<file path="src/rtl/irq_if.sv">
// CPU/peripheral-facing signal bundle of the interrupt controller.
// The slave modport is the controller's view; the master modport drives the events and the CPU handshake.
interface irq_if #(
    parameter int NSRC = 4,
    parameter int VECW = 2,
    parameter int PCW  = 10
);
    logic [NSRC-1:0] pulse_in;
    logic            mask_we;
    logic [NSRC-1:0] mask_din;
    logic            ack;
    logic            eoi;
    logic [NSRC-1:0] mask;
    logic [NSRC-1:0] pending;
    logic            irq;
    logic [VECW-1:0] irq_id;
    logic [PCW-1:0]  irq_addr;

    modport master (
        output pulse_in, mask_we, mask_din, ack, eoi,
        input  mask, pending, irq, irq_id, irq_addr
    );

    modport slave (
        input  pulse_in, mask_we, mask_din, ack, eoi,
        output mask, pending, irq, irq_id, irq_addr
    );
endinterface

</file>
<file path="src/rtl/irq_ctrl.sv">
// Latches event pulses into pending flags, masks them and raises one fixed-priority
// interrupt request (index 0 highest) with an ISR vector; ack takes it, eoi ends the ISR.
module irq_ctrl #(
    parameter int              NSRC     = 4,
    parameter int              VECW     = 2,
    parameter int              PCW      = 10,
    parameter logic [PCW-1:0]  VEC_BASE = 10'h3F0
) (
    input  logic clk,
    input  logic reset,
    irq_if.slave bus
);
    typedef enum logic [1:0] {IDLE, REQ, SERVICE} state_t;

    state_t          state;
    logic [NSRC-1:0] pending_q;
    logic [NSRC-1:0] mask_q;
    logic            irq_q;
    logic [VECW-1:0] id_q;

    logic [NSRC-1:0] active;
    logic [NSRC-1:0] ack_clr;
    logic [VECW-1:0] win_id;

    // Scanning from the top down leaves the lowest active index as the winner.
    // NOTE: combinational blocks use blocking assignments and give every output a
    // default first, so no path can hold an old value and infer a latch.
    always_comb begin
        active = pending_q & mask_q;
        win_id = '0;
        for (int i = NSRC - 1; i >= 0; i--) begin
            if (active[i]) win_id = VECW'(i);
        end
    end

    always_comb begin
        ack_clr = '0;
        if (state == REQ && bus.ack) ack_clr[id_q] = 1'b1;
    end

    // NOTE: all state is updated with non-blocking assignments so every register
    // sees the pre-edge values of the others, independent of statement order.
    always_ff @(posedge clk) begin
        if (!reset) begin
            state     <= IDLE;
            pending_q <= '0;
            mask_q    <= '0;
            irq_q     <= 1'b0;
            id_q      <= '0;
        end else begin
            if (bus.mask_we) mask_q <= bus.mask_din;
            // A pulse arriving on the acknowledged source keeps it pending.
            pending_q <= (pending_q & ~ack_clr) | bus.pulse_in;

            case (state)
                IDLE: begin
                    if (|active) begin
                        state <= REQ;
                        irq_q <= 1'b1;
                        id_q  <= win_id;
                    end
                end
                REQ: begin
                    if (bus.ack) begin
                        state <= SERVICE;
                        irq_q <= 1'b0;
                    end else if (!mask_q[id_q]) begin
                        state <= IDLE;
                        irq_q <= 1'b0;
                    end
                end
                SERVICE: begin
                    if (bus.eoi) state <= IDLE;
                end
                default: begin
                    state <= IDLE;
                    irq_q <= 1'b0;
                end
            endcase
        end
    end

    assign bus.mask     = mask_q;
    assign bus.pending  = pending_q;
    assign bus.irq      = irq_q;
    assign bus.irq_id   = id_q;
    assign bus.irq_addr = VEC_BASE + PCW'({id_q, 2'b00});
endmodule

</file>
<file path="src/flat_wrapper.sv">
// flat-port wrapper written by rule: the top's interface ports become plain ports
module irq_ctrl_flat 
#(
    parameter int              NSRC     = 4,
    parameter int              VECW     = 2,
    parameter int              PCW      = 10,
    parameter logic [PCW-1:0]  VEC_BASE = 10'h3F0
)
  (clk, reset, bus_pulse_in, bus_mask_we, bus_mask_din, bus_ack, bus_eoi, bus_mask, bus_pending, bus_irq, bus_irq_id, bus_irq_addr);
  irq_if #(.NSRC(NSRC), .VECW(VECW), .PCW(PCW)) bus_i ();
  input  logic clk;
  input  logic reset;
  input wire logic [$bits(bus_i.pulse_in)-1:0] bus_pulse_in;
  input wire logic [$bits(bus_i.mask_we)-1:0] bus_mask_we;
  input wire logic [$bits(bus_i.mask_din)-1:0] bus_mask_din;
  input wire logic [$bits(bus_i.ack)-1:0] bus_ack;
  input wire logic [$bits(bus_i.eoi)-1:0] bus_eoi;
  output wire logic [$bits(bus_i.mask)-1:0] bus_mask;
  output wire logic [$bits(bus_i.pending)-1:0] bus_pending;
  output wire logic [$bits(bus_i.irq)-1:0] bus_irq;
  output wire logic [$bits(bus_i.irq_id)-1:0] bus_irq_id;
  output wire logic [$bits(bus_i.irq_addr)-1:0] bus_irq_addr;
  assign bus_i.pulse_in = bus_pulse_in;
  assign bus_i.mask_we = bus_mask_we;
  assign bus_i.mask_din = bus_mask_din;
  assign bus_i.ack = bus_ack;
  assign bus_i.eoi = bus_eoi;
  assign bus_mask = bus_i.mask;
  assign bus_pending = bus_i.pending;
  assign bus_irq = bus_i.irq;
  assign bus_irq_id = bus_i.irq_id;
  assign bus_irq_addr = bus_i.irq_addr;
  irq_ctrl #(.NSRC(NSRC), .VECW(VECW), .PCW(PCW), .VEC_BASE(VEC_BASE)) u_core (.clk(clk), .reset(reset), .bus(bus_i));
endmodule
</file>
<file path="config.mk">
export PLATFORM = sky130hd
export DESIGN_NAME = irq_ctrl_flat
export DESIGN_NICKNAME = d
export VERILOG_FILES = /design/src/rtl/irq_if.sv /design/src/rtl/irq_ctrl.sv /design/src/flat_wrapper.sv
export SDC_FILE = /design/constraint.sdc
export NUM_CORES = 1
export LEC_CHECK = 0
export CORE_UTILIZATION = 40
export DETAILED_ROUTE_END_ITERATION = 10
export PLACE_DENSITY = 0.84
export SLEW_MARGIN = 0
export SYNTH_ARGS = -nofsm -noshare
export SYNTH_HDL_FRONTEND = slang
export SYNTH_SLANG_ARGS = --single-unit
</file>
<file path="constraint.sdc">
create_clock -name clk -period 2.13 [get_ports clk]
set_clock_uncertainty 0.05 [all_clocks]
set_input_delay 0.426 -clock clk [delete_from_list [all_inputs] [get_ports clk]]
set_output_delay 0.426 -clock clk [all_outputs]
set_load 0.02 [all_outputs]
</file>
==> flow_summary.json <==
{
  "run_status": "complete, no violations",
  "clk_pin_slew_worst_paths_ns": 0.08,
  "synthCells": 71,
  "i_o_pins": 34,
  "syn2layout_area_growth_pct": 37.3,
  "postSynth.topFlopCell": "sky130_fd_sc_hd__dfxtp_1",
  "die_x_um": 42.4,
  "max_clock_freq_mhz": 531,
  "crit_slowest_cell": "sky130_fd_sc_hd__clkdlybuf4s50_1",
  "critPathCaptureType": "primary output",
  "cpLargestDelayFamily": "buffers and inverters",
  "diodes": 0,
  "drt_first_pass_iters": 4,
  "grt_overflow": 0,
  "antenna_violations_before_repair": 0,
  "fin_crit_ns": 1.88,
  "first_pass_grt_wire_length_um": 2300,
  "path_cells": "clkdlybuf4s50_1",
  "clockRootBuffer": "sky130_fd_sc_hd__clkbuf_4",
  "cp.arrival_ns": 1.41,
  "worst-setup-path-type": "flip-flop to primary output",
  "synth-edff-count": 0,
  "cts_tree": "done",
  "htreeDepth": 1,
  "synth_most_common_cell": "sky130_fd_sc_hd__dfxtp_1",
  "finalHoldViolations": 0,
  "yosysUniqueCellTypes": 28,
  "vdd.ir_drop.worst_uv": 323,
  "crit_path_start_kind": "flip-flop",
  "synthesis.area_um2": 654,
  "postSynth.asyncResetShare": 0,
  "synth.ff_latch_count": 13,
  "leakage_nw": 0.365,
  "die_ht_um": 42.4,
  "cts.sink_count": 13,
  "post_route_cells_drive_above_1_share": 0.0737,
  "post_cts_resized": 0,
  "routed_wirelength_um": 1360,
  "netlist.top_cell.by_area": "sky130_fd_sc_hd__dfxtp_1",
  "wire_per_inst_um": 12.2,
  "drv_cap": 0,
  "detailedPlacementHpwl_um": 999,
  "clockBufferDepth": 2,
  "floorplan.die_area_mm2": 0.00180,
  "power_density_normalized_to_cell_area_mw_per_mm2": 622,
  "rows": 14,
  "worstPathMaxFanout": 8,
  "critPathMaxStageDelay_ns": 0.66,
  "insertion_delay_ns": 0.28,
  "grtUsageTotal": 0.173,
  "start_util": 0.429,
  "gp_routability_congestion": 0.835,
  "post_synth.cell_area_avg_um2": 9.22,
  "core_area_mm2": 0.00152,
  "pin_count_of_the_biggest_net_entering_global_routing": 14,
  "final_antenna_net_count": 0,
  "post_drt_via_cell_ratio": 5.23,
  "yosysSeqAreaShare": 0.398,
  "yosys.area.top_type_share": 0.398,
  "vias_after_detailed_routing": 581,
  "cp.buffers_inverters": 1,
  "cts.repair_timing.setup_buffer_count": 0,
  "fin_util": 0.589,
  "total_cts_buffers": 3,
  "rsz0062_at_grt": "false",
  "fin_tns_setup_ns": 0,
  "crit_required_ns": 1.65,
  "hold_buffers": 0,
  "min_period_over_period": 0.884,
  "min_path_type": "flip-flop to flip-flop",
  "route.detailed.drc": 0,
  "finalNetCount": 109,
  "post_synth_main_area_contributors": "sky130_fd_sc_hd__dfxtp_1, sky130_fd_sc_hd__buf_4, sky130_fd_sc_hd__mux2i_1, sky130_fd_sc_hd__nor2b_1, sky130_fd_sc_hd__mux4_2",
  "yosys-top-cells-count": "sky130_fd_sc_hd__dfxtp_1, sky130_fd_sc_hd__buf_4, sky130_fd_sc_hd__nor2b_1",
  "drt_iter0_markers": 15,
  "first_global_vias": 534,
  "setup-violations-final": 0,
  "buffer_ports.inserted": 25,
  "report.final.slew_viol_count": 0,
  "synth_warnings": 0
}
-- placed cells by master (no fill, tap or decap), drive strengths merged --
master,instances
clkdlybuf4s50,25
dfxtp,13
conb,8
nor2b,6
nor2,4
mux2i,4
o21ai,4
clkbuf,4
nand2,3
a22oi,2
a31oi,2
a21oi,2
a211oi,2
nor3b,2
o31ai,1
nor3,1
inv,1
and3b,1
and2b,1
a32o,1
nand4,1
o21a,1
nand3,1
nand2b,1
mux4,1
a21o,1
o22a,1
buf,1
-- sequential cells by signal, summed over array words and instances, names as in the netlist --
signal and count:
u_core.bus.pending 4, u_core.bus.mask 4, u_core.state 2, u_core.bus.irq_id 2
u_core.bus.irq 1
-- routing by layer --
metal / wire [µm] / GRT usage
met5: 0 / 0
met1: 618 / 0.212
met3: 93 / 0.0517
met4: 0 / 0.0938
met2: 647 / 0.271
-- kinds of logic (layout without fill, tap and decap cells) --
group | count (synthesis) | in the layout | synth area share
compound gates | 17 | 17 | 0.174
buf+inv | 13 | 31 | 0.132
flops | 13 | 13 | 0.398
mux | 5 | 5 | 0.0956
other cells | 2 | 8 | 0.0115
simple gates | 21 | 21 | 0.189
-- path summary, 6_finish.rpt --
path / endpoint / cells after the start / from / slack (ns)
max: bus_irq_addr[3] / 1 / u_core.bus.irq_id[1] / 0.25
min: u_core.bus.irq / 1 / u_core.bus.irq / 0.44
max reg2reg: u_core.bus.irq / 3 / u_core.bus.irq_id[0] / 0.64
min reg2reg: u_core.bus.irq / 1 / u_core.bus.irq / 0.44
-- per-stage QoR --
| stage | instance area, µm² | instances | power [mW] | hold slack, ns | worst slack [ns] |
|---|---|---|---|---|---|
| 6_report | 898 | 111 | 0.558 | 0.439 | 0.247 |
| 5_1_grt | 898 | 111 | 0.586 | 0.485 | 0.203 |
| 4_1_cts | 898 | 111 | 0.562 | 0.447 | 0.240 |
| 3_5_place_dp | 872 | 107 | 0.407 | 0.424 | 0.523 |
| 3_3_place_gp | 872 | 107 | 0.405 | 0.421 | 0.543 |
| 2_1_floorplan | 677 | 77 | 0.359 | 0.496 | 0.606 |
-- report_power, final --
part,total (mW),switching (mW),internal (mW)
clock network,0.156,0.0836,0.0726
registers,0.277,0.0193,0.258
logic,0.125,0.0595,0.0654
-- area by class of cell --
type / count / area [µm²]
clock buffers: 4 / 26.3
inverters: 1 / 3.75
multi-input cells: 51 / 330
fillers: 144 / 626
well taps: 16 / 20.0
repair buffers: 26 / 258
flip-flops and latches: 13 / 260
(Power assumes the default switching activity.)
